--- config.mk ---
export PLATFORM = sky130hd
export DESIGN_NAME = alu_pipe
export DESIGN_NICKNAME = d
export VERILOG_FILES = /design/src/rtl/alu_pipe.sv
export SDC_FILE = /design/constraint.sdc
export NUM_CORES = 1
export LEC_CHECK = 0
export ABC_AREA = 0
export CAP_MARGIN = 20
export CORE_UTILIZATION = 61
export CTS_BUF_LIST = sky130_fd_sc_hd__clkbuf_8
export CTS_CLUSTER_SIZE = 10
export DETAILED_ROUTE_END_ITERATION = 7
export PLACE_DENSITY_LB_ADDON = 0.25
export SLEW_MARGIN = 20
export SYNTH_ARGS = -nofsm -noshare
export SYNTH_HDL_FRONTEND = slang
export SYNTH_SLANG_ARGS = --single-unit
--- constraint.sdc ---
create_clock -name clk -period 5 [get_ports clk]
set_clock_uncertainty 0.05 [all_clocks]
set_input_delay 0.5 -clock clk [delete_from_list [all_inputs] [get_ports clk]]
set_output_delay 0.5 -clock clk [all_outputs]
set_load 0.01 [all_outputs]
--- src/rtl/alu_pipe.sv ---
// Handshaked signed ALU with a registered result, a {V,C,N,Z} flag vector, and an
// iterative shift-add signed multiplier. One beat in flight at a time.
module alu_pipe #(
  parameter int WIDTH = 4
) (
  input  logic                 clk,
  input  logic                 rst,
  input  logic                 in_valid,
  output logic                 in_ready,
  input  logic [WIDTH-1:0]     a,
  input  logic [WIDTH-1:0]     b,
  input  logic [3:0]           sel,
  output logic                 out_valid,
  input  logic                 out_ready,
  output logic [2*WIDTH-1:0]   y,
  output logic [3:0]           flags,
  output logic [1:0]           o_dbg_state
);

  localparam int RW = 2 * WIDTH;
  localparam int SW = $clog2(WIDTH);
  localparam int CW = $clog2(WIDTH + 1);
  localparam logic [WIDTH-1:0] ONE_W  = WIDTH'(1);
  localparam logic [RW-1:0]    ONE_R  = RW'(1);
  localparam logic [3:0]       OP_MUL = 4'b0101;

  typedef enum logic [1:0] {
    S_IDLE = 2'd0,
    S_MUL  = 2'd1,
    S_DONE = 2'd2
  } state_t;

  // Handshake: a beat transfers on any rising edge where valid && ready are both
  // high; the producer may drop valid at any time, and the result (y, flags) is
  // held unchanged while out_valid is high and out_ready is low.
  state_t             r_state;
  state_t             w_next;
  logic               w_accept;
  logic               w_is_mul;

  logic [RW-1:0]      r_y;
  logic [3:0]         r_flags;
  logic [RW-1:0]      r_mcand;
  logic [WIDTH-1:0]   r_mplier;
  logic [RW-1:0]      r_acc;
  logic               r_neg;
  logic [CW-1:0]      r_cnt;

  logic [WIDTH-1:0]   w_x;
  logic [WIDTH-1:0]   w_z;
  logic [WIDTH-1:0]   w_zz;
  logic               w_sub;
  logic [WIDTH:0]     w_sum;
  logic               w_c;
  logic               w_v;
  logic [WIDTH-1:0]   w_lg;
  logic [RW-1:0]      w_ext;
  logic [SW-1:0]      w_sh;
  logic [RW-1:0]      w_res;
  logic [3:0]         w_alu_flags;
  logic [WIDTH-1:0]   w_amag;
  logic [WIDTH-1:0]   w_bmag;
  logic [RW-1:0]      w_acc_next;
  logic [RW-1:0]      w_prod;
  logic               w_mv;

  assign w_accept    = in_valid && in_ready;
  assign w_is_mul    = (sel == OP_MUL);
  assign y           = r_y;
  assign flags       = r_flags;
  assign o_dbg_state = r_state;

  always_ff @(posedge clk or posedge rst) begin
    if (rst) r_state <= S_IDLE;
    else     r_state <= w_next;
  end

  always_comb begin
    w_next = r_state;
    case (r_state)
      S_IDLE: if (w_accept) w_next = w_is_mul ? S_MUL : S_DONE;
      S_MUL:  if (r_cnt == CW'(1)) w_next = S_DONE;
      S_DONE: begin
        if (out_ready) begin
          if (w_accept) w_next = w_is_mul ? S_MUL : S_DONE;
          else          w_next = S_IDLE;
        end
      end
      default: w_next = S_IDLE;
    endcase
  end

  always_comb begin
    in_ready  = 1'b0;
    out_valid = 1'b0;
    case (r_state)
      S_IDLE: in_ready = !rst;
      S_DONE: begin
        out_valid = 1'b1;
        in_ready  = out_ready && !rst;
      end
      default: ;
    endcase
  end

  // add/sub/inc/dec/neg share one (WIDTH+1)-bit adder: x + (sub ? ~z : z) + sub
  always_comb begin
    w_x   = '0;
    w_z   = '0;
    w_sub = 1'b0;
    case (sel)
      4'b0000: begin w_x = a;  w_z = b;                   end
      4'b0001: begin w_x = a;  w_z = b;     w_sub = 1'b1; end
      4'b0010: begin w_x = a;  w_z = ONE_W;               end
      4'b0011: begin w_x = a;  w_z = ONE_W; w_sub = 1'b1; end
      4'b0100: begin w_x = '0; w_z = a;     w_sub = 1'b1; end
      default: ;
    endcase
  end

  assign w_zz  = w_sub ? ~w_z : w_z;
  assign w_sum = {w_x[WIDTH-1], w_x} + {w_zz[WIDTH-1], w_zz} + (WIDTH+1)'(w_sub);
  // Top bit of the sign-extended sum is msb_x ^ msb_zz ^ unsigned carry-out.
  assign w_c   = w_sum[WIDTH] ^ w_x[WIDTH-1] ^ w_zz[WIDTH-1];
  assign w_v   = w_sum[WIDTH] ^ w_sum[WIDTH-1];
  assign w_ext = {{WIDTH{a[WIDTH-1]}}, a};
  assign w_sh  = b[SW-1:0];

  always_comb begin
    w_lg = '0;
    case (sel)
      4'b1000: w_lg = ~a;
      4'b1001: w_lg = ~b;
      4'b1010: w_lg = a & b;
      4'b1011: w_lg = a | b;
      4'b1100: w_lg = a ^ b;
      4'b1101: w_lg = ~(a ^ b);
      4'b1110: w_lg = ~(a & b);
      4'b1111: w_lg = ~(a | b);
      default: ;
    endcase
  end

  always_comb begin
    w_res       = {{WIDTH{w_lg[WIDTH-1]}}, w_lg};
    w_alu_flags = 4'b0000;
    case (sel)
      4'b0000, 4'b0001, 4'b0010, 4'b0011, 4'b0100: begin
        w_res          = {{(WIDTH-1){w_sum[WIDTH]}}, w_sum};
        w_alu_flags[3] = w_v;
        w_alu_flags[2] = w_c;
      end
      4'b0101: w_res = '0;
      4'b0110: w_res = w_ext << w_sh;
      4'b0111: w_res = $signed(w_ext) >>> w_sh;
      default: ;
    endcase
    w_alu_flags[1] = w_res[RW-1];
    w_alu_flags[0] = (w_res == '0);
  end

  // Magnitudes are WIDTH-bit unsigned, so the most negative operand stays exact.
  assign w_amag     = a[WIDTH-1] ? (~a + ONE_W) : a;
  assign w_bmag     = b[WIDTH-1] ? (~b + ONE_W) : b;
  assign w_acc_next = r_acc + (r_mplier[0] ? r_mcand : '0);
  assign w_prod     = r_neg ? (~w_acc_next + ONE_R) : w_acc_next;
  assign w_mv       = !((&w_prod[RW-1:WIDTH-1]) || !(|w_prod[RW-1:WIDTH-1]));

  always_ff @(posedge clk or posedge rst) begin
    if (rst) begin
      r_y      <= '0;
      r_flags  <= '0;
      r_mcand  <= '0;
      r_mplier <= '0;
      r_acc    <= '0;
      r_neg    <= 1'b0;
      r_cnt    <= '0;
    end else if (w_accept) begin
      if (w_is_mul) begin
        r_mcand  <= {{WIDTH{1'b0}}, w_amag};
        r_mplier <= w_bmag;
        r_acc    <= '0;
        r_neg    <= a[WIDTH-1] ^ b[WIDTH-1];
        r_cnt    <= CW'(WIDTH);
      end else begin
        r_y     <= w_res;
        r_flags <= w_alu_flags;
      end
    end else if (r_state == S_MUL) begin
      r_acc    <= w_acc_next;
      r_mcand  <= r_mcand << 1;
      r_mplier <= r_mplier >> 1;
      r_cnt    <= r_cnt - CW'(1);
      if (r_cnt == CW'(1)) begin
        r_y     <= w_prod;
        r_flags <= {w_mv, 1'b0, w_prod[RW-1], (w_prod == '0)};
      end
    end
  end

endmodule

==> results_dict.tcl <==
set metrics [dict create \
    status "completed" \
    drive_gt1_frac 0.0714 \
    layout.nets 475 \
    rsz0062_at_grt "no" \
    critPathSlowestCell "clkdlybuf4s50_1" \
    wl_met1_um 3720 \
    drt_iter0_markers 248 \
    cts-resized-gates 0 \
    gp_congestion 0.996 \
    synthTopCellsByArea "dfrtp_1, ha_1, nand2_1" \
    clkSinkCount 37 \
    ys_types 70 \
    whs_ns 0.430 \
    dr.pass1.iters 5 \
    slowest_delay_ns 0.79 \
    syn_nets 455 \
    min_period_ns 3.53 \
    cap_violations 0 \
    worstPathMaxFanout 13 \
    drv_slew 0 \
    synth_edf_count 0 \
    core_mm2 0.00520 \
    worst_setup_path_start_kind "input pin" \
    cts-htree-levels 2 \
    min_path_type "reg2reg" \
    tns_ns 0 \
    period_share 0.706 \
    p_per_area_mw_per_mm2 439 \
    via_per_inst 6.03 \
    required_ns 5.16 \
    postCtsSetupRepairBufs 0 \
    multi_input_area_mm2 0.00224 \
    dieArea_mm2 0.00581 \
    initial_utilization 0.646 \
    antenna_found_initial 0 \
    routedWlPerCell_um 15.6 \
    grt_pass1_vias 2877 \
    dpl.cell_count 496 \
    slew_headroom 0.430 \
    crit_type "in2reg" \
    final_cell_mix "nand2_1, dfrtp_1, nor2_1, clkdlybuf4s50_1, ha_1" \
    routed_wl_um 7860 \
    gr-total-overflow 0 \
    finalSetupViolations 0 \
    wl_met3_um 473 \
    yosysWarningCount 0 \
    antenna_cells 0 \
    ir_worst_vdd_uv 279 \
    synth_seq_area_share 0.276 \
    seqCellArea_um2 926 \
    netlist_area_mm2 0.00336 \
    final_util 0.729 \
    drc_errors 0 \
    pin_count 32 \
    top_layer "met4" \
    layout_commonest_cell "nand2_1" \
    clk_pin_slew_ns 0.08 \
    clk_path_buf_depth 2 \
    dp_hpwl_um 5990 \
    wl_met2_um 3580 \
    crit_chain "clkdlybuf4s50_1 -> inv_2 -> mux2i_1 -> nand2_1 -> a21oi_1 -> ha_1 -> a31oi_1 -> nand2b_1 -> nand3_2 -> a21oi_2 -> o2111ai_1 -> o41a_1 -> a2bb2oi_1" \
    ys_ff_latch 37 \
    worstSetupEndpointType "flop" \
    synth_top_area_frac 0.276 \
    clkLatencyLatePin_ns 0.29 \
    postRouteAntennaNets 0 \
    synth_top_cell_by_area "dfrtp_1" \
    ys.flop_type "dfrtp_1" \
    avgSynthCellArea_um2 8.14 \
    synth_cells 413 \
    leakage_nw 1.66 \
    gr-usage-all-layers 0.287 \
    die_w_um 76.2 \
    area_delta_synth_final_pct 12.9 \
    async_reset_ff_frac 1.00 \
    max_freq_ghz 0.283 \
    worst_pin_slew_ns 0.855 \
    route.vias.total 3040 \
    grt_max_degree 28 \
    final_hold_viol_count 0 \
    io_buffers 31 \
    holdBufCountCts 0 \
    grt_pass1_wl_um 13600 \
    n_fill_cell 436 \
    cts_tree "yes" \
    die_y_um 76.2 \
    cts_buffers 5 \
    instances_no_fill 504 \
    rows 26 \
    crit_arrival_ns 3.69 \
    clockRootBuffer "clkbuf_8" \
]
==> synthesized netlist by cell type (5+ instances only) <==
cell type  number
a211oi_1        5
a21oi_1        15
and2_1          7
clkbuf_1       19
dfrtp_1        37
ha_1           24
inv_1          20
mux2i_1         9
nand2_1        58
nand2b_1        7
nand3_1         5
nor2_1         34
nor2b_1        10
o211ai_1        5
o21ai_0        23
o21ai_1        22
o22ai_1         7
xnor2_1        14
xor2_1         10
==> registers in the layout, summed over array words and instances, names as in the netlist <==
signal	flops
r_neg	1
r_cnt	3
y	7
r_acc	8
r_mplier	4
flags	4
r_mcand	8
o_dbg_state	2
==> logic make-up after synthesis <==
family,Yosys count,share of synthesized area
multiplexers,13,0.0503
AO/OA/AOI/OAI,115,0.232
AND/OR/NAND/NOR,150,0.217
flip-flops,37,0.276
adder cells (fa/ha/maj),26,0.101
XOR/XNOR,25,0.0674
buffers and inverters,47,0.0573
==> worst paths after layout <==
kind                                   from          to  slack (ns)  depth (start not counted)
worst max-delay path                 sel[2]    flags[0]        1.47                         13
worst min-delay path                   y[3]        y[3]        0.43                          1
worst max register to register  r_mplier[0]    flags[3]        1.80                         12
worst min register to register         y[3]        y[3]        0.43                          1
max in group asynchronous               rst        y[1]        3.73                          3
min in group asynchronous               rst  r_mcand[7]        0.47                          2
==> critical path: cells and delay by family <==
| kind | cells | cell delay [ns] |
|---|---|---|
| AO/OA/AOI/OAI | 6 | 1.30 |
| adder cells (fa/ha/maj) | 1 | 0.34 |
| buffers and inverters | 2 | 0.97 |
| multiplexers | 1 | 0.19 |
| AND/OR/NAND/NOR | 3 | 0.39 |
==> power by group <==
group | leakage, nW | switching [mW] | internal [mW] | total, mW
logic | 1.15 | 0.521 | 0.419 | 0.940
clock network | 0.0447 | 0.119 | 0.101 | 0.220
registers | 0.464 | 0.0840 | 0.423 | 0.507
total | 1.66 | 0.724 | 0.943 | 1.67
==> per-stage QoR <==
stage          setup slack, ns  instance area (um2)  total power [mW]
5_1_grt                   1.23                 3790              1.80
4_1_cts                   1.50                 3790              1.67
2_1_floorplan             1.90                 3360              1.18
3_3_place_gp              1.34                 3700              1.40
3_5_place_dp              1.21                 3700              1.44
6_report                  1.47                 3790              1.67
==> per-layer routing <==
layer	GRT usage	vias to the layer above
met5	0	-
met4	0.0596	0
met3	0.0443	10
met2	0.456	114
met1	0.415	1424
li1	-	1492
==> layout make-up <==
cell class / count / share of cell area
multi-input combinational: 329 / 0.591
sequential: 37 / 0.244
timing repair buffer: 38 / 0.0956
tap: 70 / 0.0231
inverter: 22 / 0.0218
clock buffer: 5 / 0.0181
clock inverter: 3 / 0.00659
Power figures use the tool's default switching activity.
